===== src/rtl/sim_status_mon.sv =====
// rtl/sim_status_mon.sv - Snoops SW status writes into per-channel verdicts, an end-of-test flag and an event FIFO
module sim_status_mon #(
  parameter int unsigned NumCh         = 4,
  parameter int unsigned AddrWidth     = 32,
  parameter int unsigned DataWidth     = 32,
  parameter int unsigned EvtDepth      = 8,
  parameter int unsigned TimeoutCycles = 0,
  parameter bit          FailFast      = 1'b1,
  parameter logic [15:0] CodeInTest    = 16'h4354,
  parameter logic [15:0] CodePass      = 16'h900d,
  parameter logic [15:0] CodeFail      = 16'hbaad
) (
  input  logic                   clk_i,
  input  logic                   rst_ni,
  input  logic [AddrWidth-1:0]   base_addr_i,
  input  logic                   wr_valid_i,
  input  logic [AddrWidth-1:0]   wr_addr_i,
  input  logic [DataWidth-1:0]   wr_data_i,
  output logic [2*NumCh-1:0]     ch_state_o,
  output logic                   done_o,
  output logic                   passed_o,
  output logic                   timeout_o,
  output logic                   evt_valid_o,
  input  logic                   evt_ready_i,
  output logic [3:0]             evt_ch_o,
  output logic [15:0]            evt_code_o,
  output logic [7:0]             evt_drop_o
);
  typedef enum logic [1:0] {ST_IDLE = 2'b00, ST_RUN = 2'b01, ST_PASS = 2'b10, ST_FAIL = 2'b11} ch_state_e;

  localparam int unsigned PtrW = (EvtDepth > 1) ? $clog2(EvtDepth) : 1;
  localparam logic [AddrWidth-1:0] Span = AddrWidth'(4 * NumCh);

  ch_state_e             ch_q [NumCh];
  ch_state_e             ch_d [NumCh];
  logic                  done_q, done_d, timeout_q, expire;
  logic [AddrWidth-1:0]  offset;
  logic [3:0]            wr_ch;
  logic [15:0]           wr_code;
  logic                  hit, accept, all_term_d, fail_now, all_pass;
  logic [3:0]            mem_ch   [EvtDepth];
  logic [15:0]           mem_code [EvtDepth];
  logic [PtrW-1:0]       rd_q, wr_q;
  logic [PtrW:0]         cnt_q;
  logic [3:0]            last_ch_q;
  logic [15:0]           last_code_q;
  logic [7:0]            drop_q;
  logic                  full, pop, push, drop_inc;
  logic                  unused_bits;

  // The explicit >= check rejects addresses that only match after the subtraction wraps.
  assign offset      = wr_addr_i - base_addr_i;
  assign hit         = wr_valid_i && (wr_addr_i[1:0] == 2'b00) && (wr_addr_i >= base_addr_i) && (offset < Span);
  assign accept      = hit && !done_q;
  assign wr_ch       = offset[5:2];
  assign wr_code     = wr_data_i[15:0];
  assign unused_bits = ^{wr_data_i, offset};

  always_comb begin
    fail_now   = 1'b0;
    all_term_d = 1'b1;
    all_pass   = 1'b1;
    ch_state_o = '0;
    for (int n = 0; n < NumCh; n++) begin
      ch_d[n] = ch_q[n];
      if (accept && wr_ch == 4'(n) && (ch_q[n] == ST_IDLE || ch_q[n] == ST_RUN)) begin
        if (wr_code == CodePass) begin
          ch_d[n] = ST_PASS;
        end else if (wr_code == CodeFail) begin
          ch_d[n]  = ST_FAIL;
          fail_now = 1'b1;
        end else if (wr_code == CodeInTest && ch_q[n] == ST_IDLE) begin
          ch_d[n] = ST_RUN;
        end
      end
      if (ch_d[n] != ST_PASS && ch_d[n] != ST_FAIL) all_term_d = 1'b0;
      if (ch_q[n] != ST_PASS) all_pass = 1'b0;
      ch_state_o[2*n +: 2] = ch_q[n];
    end
    done_d = done_q || expire || (accept && (all_term_d || (FailFast && fail_now)));
  end

  generate
    if (TimeoutCycles > 0) begin : g_wd
      localparam int unsigned WdW = (TimeoutCycles > 1) ? $clog2(TimeoutCycles) : 1;
      logic [WdW-1:0] wd_q, wd_d;
      // A write in the expiry cycle clears the count instead of timing out.
      assign expire = !done_q && !accept && (wd_q == WdW'(TimeoutCycles - 1));
      always_comb begin
        wd_d = wd_q;
        if (accept)       wd_d = '0;
        else if (!done_q) wd_d = wd_q + 1'b1;
      end
      always_ff @(posedge clk_i or negedge rst_ni) begin
        if (!rst_ni) wd_q <= '0;
        else         wd_q <= wd_d;
      end
    end else begin : g_no_wd
      assign expire = 1'b0;
    end
  endgenerate

  assign full        = (cnt_q == (PtrW+1)'(EvtDepth));
  assign evt_valid_o = (cnt_q != '0);
  assign pop         = evt_valid_o && evt_ready_i;
  assign push        = accept && (!full || pop);
  assign drop_inc    = accept && full && !pop;
  // When empty the head shows the most recently popped event.
  assign evt_ch_o    = evt_valid_o ? mem_ch[rd_q]   : last_ch_q;
  assign evt_code_o  = evt_valid_o ? mem_code[rd_q] : last_code_q;
  assign evt_drop_o  = drop_q;
  assign done_o      = done_q;
  assign timeout_o   = timeout_q;
  assign passed_o    = done_q && all_pass && !timeout_q;

  always_ff @(posedge clk_i) begin
    if (push) begin
      mem_ch[wr_q]   <= wr_ch;
      mem_code[wr_q] <= wr_code;
    end
  end

  always_ff @(posedge clk_i or negedge rst_ni) begin
    if (!rst_ni) begin
      for (int n = 0; n < NumCh; n++) ch_q[n] <= ST_IDLE;
      done_q      <= 1'b0;
      timeout_q   <= 1'b0;
      rd_q        <= '0;
      wr_q        <= '0;
      cnt_q       <= '0;
      last_ch_q   <= '0;
      last_code_q <= '0;
      drop_q      <= '0;
    end else begin
      ch_q      <= ch_d;
      done_q    <= done_d;
      timeout_q <= timeout_q | expire;
      if (push) wr_q <= wr_q + 1'b1;
      if (pop) begin
        rd_q        <= rd_q + 1'b1;
        last_ch_q   <= mem_ch[rd_q];
        last_code_q <= mem_code[rd_q];
      end
      if (push && !pop)      cnt_q <= cnt_q + 1'b1;
      else if (pop && !push) cnt_q <= cnt_q - 1'b1;
      if (drop_inc && drop_q != 8'hff) drop_q <= drop_q + 1'b1;
    end
  end
endmodule


===== config.mk =====
export PLATFORM = sky130hd
export DESIGN_NAME = sim_status_mon
export DESIGN_NICKNAME = d
export VERILOG_FILES = /design/src/rtl/sim_status_mon.sv
export SDC_FILE = /design/constraint.sdc
export NUM_CORES = 1
export LEC_CHECK = 0
export CORE_ASPECT_RATIO = 1.1
export CORE_MARGIN = 2
export CORE_UTILIZATION = 45
export DETAILED_ROUTE_END_ITERATION = 8
export GPL_ROUTABILITY_DRIVEN = 0
export PLACE_DENSITY = 0.76
export SYNTH_ARGS = -nofsm -noshare
export SYNTH_HDL_FRONTEND = slang
export SYNTH_SLANG_ARGS = --single-unit
export TNS_END_PERCENT = 50

===== constraint.sdc =====
create_clock -name clk_i -period 6.5 [get_ports clk_i]
set_input_delay 1.3 -clock clk_i [delete_from_list [all_inputs] [get_ports clk_i]]
set_output_delay 1.3 -clock clk_i [all_outputs]
set_load 0.05 [all_outputs]

# ---- Word-level counts from Yosys, hierarchy flattened
# Memories as Yosys holds them, arrays and structs flattened.
# Index checks and enable logic that the tools add are counted.
dict set report op_classes {
  n_addsub 6
  magnitude_cmp 2
  eq_ne 24
  mux 42
  reduce_logical 48
}
# op n
set op_table {}
lappend op_table {{16-bit == test (second input constant)} 2}
lappend op_table {{32-bit >= comparator} 1}
lappend op_table {{32-bit by 5-bit less-than comparator with 1-bit output (second input constant)} 1}
lappend op_table {{2-bit two-way mux} 16}
lappend op_table {{32-bit subtractor} 1}
lappend op_table {{1-bit logical AND} 29}
lappend op_table {{2-bit != test (second input constant)} 12}
lappend op_table {{1-bit two-way mux} 22}
lappend op_table {{16-bit by 15-bit == test with 1-bit output (second input constant)} 1}
lappend op_table {{16-bit two-way mux} 1}
lappend op_table {{4-bit two-way mux} 3}
lappend op_table {{2-bit logical NOT} 5}
lappend op_table {{8-bit by 1-bit adder with 8-bit output (second input constant)} 1}
lappend op_table {{2-bit by 1-bit == test with 1-bit output (second input constant)} 4}
lappend op_table {{4-bit by 2-bit == test with 1-bit output (second input constant)} 2}
lappend op_table {{8-bit != test (second input constant)} 1}
lappend op_table {{1-bit logical OR} 7}
lappend op_table {{3-bit by 1-bit adder with 3-bit output (second input constant)} 2}
lappend op_table {{4-bit by 1-bit adder with 4-bit output (second input constant)} 1}
lappend op_table {{4-bit by 1-bit == test with 1-bit output (second input constant)} 1}
lappend op_table {{4-bit == test (second input constant)} 1}
lappend op_table {{1-bit logical NOT} 4}
lappend op_table {{4-bit logical NOT} 1}
lappend op_table {{4-bit nonzero test} 1}
lappend op_table {{other kinds (2)} 2}
dict set report totals {
  ff_bits 47
  ramBits 160
  inputBits 100
  out_inout_bits 40
  elab_cells 135
  mem_count 2
}
# memory words width rd rd_ports_with_merged_regs write_ports line_no
set mem_list {}
lappend mem_list {mem_code 8 16 1 0 1 42} ;# logic [15:0] mem_code [EvtDepth];
lappend mem_list {mem_ch 8 4 1 0 1 41} ;# logic [3:0] mem_ch [EvtDepth];

# ---- Longest topological paths before layout
dict set report depth {
  depth_word 20
  mapped_depth 21
}

# ---- Worst setup path after synthesis
# Ideal clock, no wire load.
dict set report synth_path {
  path_kind {input port to flip-flop}
  start {input base_addr_i[20]}
  end {memory mem_ch[1][0], enable pin}
  setup_ps 455
  arrival_ps 6113
  slack_ps -68
  stages 13
  path_buffers 1
  path_cell_list {inv_1 > ha_1 > clkbuf_1 > a21o_1 > a31oi_1 > o22ai_1 > or3_1 > nor4_1 > nand4_1 > a2111oi_0 > and4_1 > nand4_1 > nor4b_1}
}
dict set report synth_between {
  elab_chain_cells 7
  elab_cells_between_ends 9
  classes_between {add/sub (1); order compare (2); mux (2); reduce/logical (4)}
}
# element line_no
set synth_lines {}
lappend synth_lines {{from (decl)} 15} ;# input logic [AddrWidth-1:0] base_addr_i,
lappend synth_lines {{32-bit subtractor or 32-bit >= comparator (tied branches)} {52, 53}}
lappend synth_lines {{32-bit by 5-bit less-than comparator with 1-bit output or 1-bit logical AND (tied branches)} 53} ;# assign hit = wr_valid_i && (wr_addr_i[1:0] == 2'b00) && (wr_addr_i >= base_addr_i) && (offset < Span);
lappend synth_lines {{1-bit logical AND *} 53}
lappend synth_lines {{1-bit logical AND *} 54} ;# assign accept = hit && !done_q;
lappend synth_lines {{1-bit logical AND *} 106} ;# assign push = accept && (!full || pop);
lappend synth_lines {{1-bit two-way mux *} 117} ;# if (push) begin
lappend synth_lines {{1-bit two-way mux (implied by the code) *} 118} ;# mem_ch[wr_q] <= wr_ch;
lappend synth_lines {{to (decl)} 41}
# Mark *: on every way between the ends. The rest lies on a longest branch, timed or not.

# ---- Final worst setup path
dict set report layout_path {
  start {input base_addr_i[22]}
  end {register cnt_q[3]}
}
dict set report layout_between {
  elab_chain_cells 8
  elab_cells_between_ends 12
  classes_between {add/sub (1); order compare (2); mux (1); reduce/logical (8)}
}
# element line_no
set layout_lines {}
lappend layout_lines {{32-bit subtractor or 32-bit >= comparator (tied branches)} {52, 53}}
lappend layout_lines {{32-bit by 5-bit less-than comparator with 1-bit output or 1-bit logical AND (tied branches)} 53}
lappend layout_lines {{1-bit logical AND *} 53}
lappend layout_lines {{1-bit logical AND *} 54}
lappend layout_lines {{1-bit logical AND *} 106}
lappend layout_lines {{named net push} 48} ;# logic full, pop, push, drop_inc;
lappend layout_lines {{1-bit logical NOT} 145} ;# else if (pop && !push) cnt_q <= cnt_q - 1'b1;
lappend layout_lines {{1-bit logical AND} 145}
lappend layout_lines {{2-bit nonzero test (no source line)} -}
lappend layout_lines {{to (signal assigned)} 144} ;# if (push && !pop) cnt_q <= cnt_q + 1'b1;
lappend layout_lines {{to (signal assigned)} 145}
lappend layout_lines {{to (decl)} 44} ;# logic [PtrW:0] cnt_q;
# The timed path passes the listed nets; every way through them passes the cells marked *.
# A chain may end at the register's enable or synchronous reset.

==> metrics.md <==
| Metric | Value |
|---|---|
| Max Slew Vio Count | 0 |
| Total Routing Usage GR | 19.12% |
| Initial antenna violation count | 0 |
| R2R depth | 17 |
| Vias | 7,833 |
| Layout Utilization | 54.33% |
| Htree depth | 1 |
| Grt met1 use | 25.09% |
| Logic pwr share | 23.3% |
| WS Path Type | primary input to register |
| RSZ-0062 raised after global routing | no |
| Core Box Area | 24,250 sq um |
| Max_cap viols | 0 |
| Area contributors post-synth | edfxtp_1, dfrtp_1, mux4_2, ha_1, a21oi_1 |
| Fin Setup TNS | 0 ns |
| Post-synthesis instance total | 895 |
| Drt pass-1 iters | 5 |
| Die ar. | 25,790 sq um |
| Seq pwr share | 45.3% |
| Pleak | 4.758 nW |
| Width of the chip | 153.3 um |
| First-pass GRT wire length | 39,790 um |
| Area taken by multi-input logic gates | 4687 sq um |
| Design area | 13,180 sq um |
| Clock Power Share | 31.4% |
| Switching share of total power | 29.10% |
| Critical-path maximum fanout | 8 |
| Max_slew headroom | 21.32% |
| DP Area | 12,590 sq um |
| DRT iter0 DRCs | 613 |
| Num CTS Buffers | 19 |
| Synth Register Bits | 207 |
| Layout area overhead | 19.40% |
| Fillers | 1,996 |
| FP Rows | 60 |
| Worst vdd ir | 0.0001664 V |
| Final setup fails | 0 |
| Syn Std Cell Area | 11,030 sq um |
| Gr busiest metal | met2 |
| Vias in the first global route | 7,472 |
| Post-synthesis sequential area ratio | 54.20% |
| Setup Skew | 0.01131 ns |
| Hold depth | 2 |
| Worst-Skew Late Latency | 0.48 ns |
| CP Launch Type | primary input |
| Final-report hold violation count | 0 |
| Critical Path RT | 6.86 ns |
| Final WL | 25,210 um |
| Starting Density | 45.51% |
| Met2 Use GR | 33.66% |
| TritonCTS clock tree | built |
| Fin cells | 1,334 |
| Mapped Nets | 1,034 |
| Clock tree buffer depth | 3 |
| Total net switching power | 0.9780 mW |
| Post-Syn Area per Cell | 12.33 sq um |
| Top-Level Pins | 140 |
| Unique masters post-synth | 81 |
| ANT nets after route | 0 |
| Inst Count DP | 1,301 |
| Vias per inst | 5.872 |
| Clock Pin Slew Worst Setup and Hold Paths | 0.07 ns |
| Die Ht | 168.2 um |
| Hpwl dp | 17,360 um |
| HP Class | register to register |
| Port bufs | 122 |
| Power per cell area | 255.1 nW/um^2 |
| Average wire per standard cell | 18.90 um |
| Resize count post-CTS | 0 |
| Fmax | 0.1752 GHz |
| Area occupied by registers | 5982 sq um |
| Slew at the pin closest to its max-slew limit | 1.180 ns |
| Crit path arrival time | 6.07 ns |
| Post-CTS Setup Inserts | 0 |
| Post-CTS Hold Buffers | 0 |
| Leading area contributor after synthesis | edfxtp_1 |
| Status | finished clean |
| Layout net count | 1,151 |
| Worst Setup End Kind | register |
| Final worst path period share | 87.80% |
| Clock root cell | clkbuf_16 |
| Post-route DRC violation count | 0 |
| Global route overflow | 0 |
| Top-area cell type share of the netlist area | 43.54% |
| Share of cells above drive strength 1 | 12.30% |
| Post-synth ARST share | 22.71% |
| Yosys warns | 0 |
| CTS sink count | 207 |
| Diode count | 0 |
| Met3 Use GR | 2.111% |
| Cell Int Power | 2.382 mW |
| Clock period minus worst slack | 5.707 ns |
| Number of flops mapped to enable cells by yosys | 160 |
| Largest net degree at the start of global routing | 48 |
| Main flop type after synthesis | edfxtp_1 |
==> metal layers <==
metal	vias to the layer above	wire, um
li1	3686	-
met1	3800	10150
met2	305	12900
met3	42	1612
met4	0	552
met5	-	0
==> stage by stage <==
step,hold WS [ns],setup WS [ns],power [mW]
final,0.4816,0.7931,3.360
after global placement,0.4617,0.4842,2.313
after CTS,0.4865,0.9133,3.380
after detailed placement,0.4718,0.4073,2.327
after global routing,0.5072,0.6050,3.501
after floorplan,0.4505,-0.06826,2.075
==> synthesized netlist by cell type (all sizes together) (6+ instances only) <==
library cell / instances
nand3: 12
o21ai: 48
edfxtp: 160
xor2: 11
nor3: 22
nand2: 71
mux4: 40
a31oi: 14
nand4: 16
inv: 48
ha: 38
a21o: 20
dfrtp: 47
o21a: 11
or4: 6
or3: 8
mux2i: 25
a21oi: 66
nor2: 54
xnor2: 15
clkbuf: 27
nor4: 18
a211oi: 6
buf: 17
or2: 6
o211ai: 7
==> flip-flops by register name, summed over array words and instances, names as in the netlist, 4 cells and up <==
signal and cells:
ch_state_o 8, cnt_q 4, evt_drop_o 8, last_ch_q 4, last_code_q 16, mem_ch 32, mem_code 128
==> kinds of logic (layout without fill, tap and decap cells) <==
logic type               Yosys count  count (layout)  share of synthesized area [%]
adder cells (fa/ha/maj)           39              39                          4.490
AND/OR/NAND/NOR                  245             245                          12.00
flip-flops                       207             207                          54.20
multiplexers                      70              70                          10.94
AO/OA/AOI/OAI                    215             215                          12.54
XOR/XNOR                          26              26                          2.064
buffers and inverters             92             221                          3.731
other                              1               1                        0.03398
==> layout by cell type (no fill, tap or decap), types with 5 or more instances in the layout <==
cell,instances
or2_2,5
buf_4,18
xor2_1,11
mux2i_1,25
dfrtp_1,46
nand4_1,16
nor3_1,17
nand2_1,69
inv_1,48
nor4_1,10
or3_1,7
xnor2_1,15
a211oi_1,6
a21oi_1,64
mux4_2,40
nor4_2,8
nor2_1,54
nand2b_1,5
a21o_1,20
o211ai_1,7
edfxtp_1,160
clkbuf_1,7
o21a_1,11
a31oi_1,14
clkdlybuf4s50_1,121
clkbuf_16,19
o21ai_0,47
ha_1,38
nand3_1,12
==> power by group through the flow <==
stage	Clock, mW	Sequential (mW)	Combinational [mW]
CTS	1.08	1.52	0.780
floorplan	0	1.54	0.532
global route	1.13	1.53	0.844
finish	1.06	1.52	0.783
global placement	0	1.55	0.767
detailed placement	0	1.55	0.778
==> area by class of cell <==
class / count / share of cell area (%)
well taps: 310 / 2.944
flip-flops and latches: 207 / 45.40
clock buffers: 28 / 4.017
clock inverters: 5 / 0.4368
repair buffers: 140 / 10.26
inverters: 48 / 1.368
multi-input cells: 596 / 35.57
==> worst max-delay path: stages <==
cell and delay (ns):
clkdlybuf4s50_1 0.46, inv_1 0.04, ha_1 0.39, a21o_1 0.24
a31oi_1 0.38, o22ai_1 0.15, or3_1 0.39, nor4_1 0.27
nand4_1 0.10, a2111oi_0 0.56, and4_1 0.26, nand4_1 0.15
inv_1 0.15, ha_1 0.19, inv_1 0.09, ha_1 0.28
a21o_1 0.16, a21oi_1 0.17, xnor2_1 0.13, nor2_1 0.06
xor2_1 0.14
==> worst paths after layout <==
check	from	end	slack, ns
worst min register to register	last_code_q[11]	last_code_q[11]	0.48
worst min-delay path	last_code_q[11]	last_code_q[11]	0.48
worst max register to register	done_o	cnt_q[3]	2.06
max in group asynchronous	rst_ni	rd_q[0]	5.12
worst max-delay path	base_addr_i[22]	cnt_q[3]	0.79
min in group asynchronous	rst_ni	last_code_q[2]	0.93
Power figures use the tool's default switching activity.
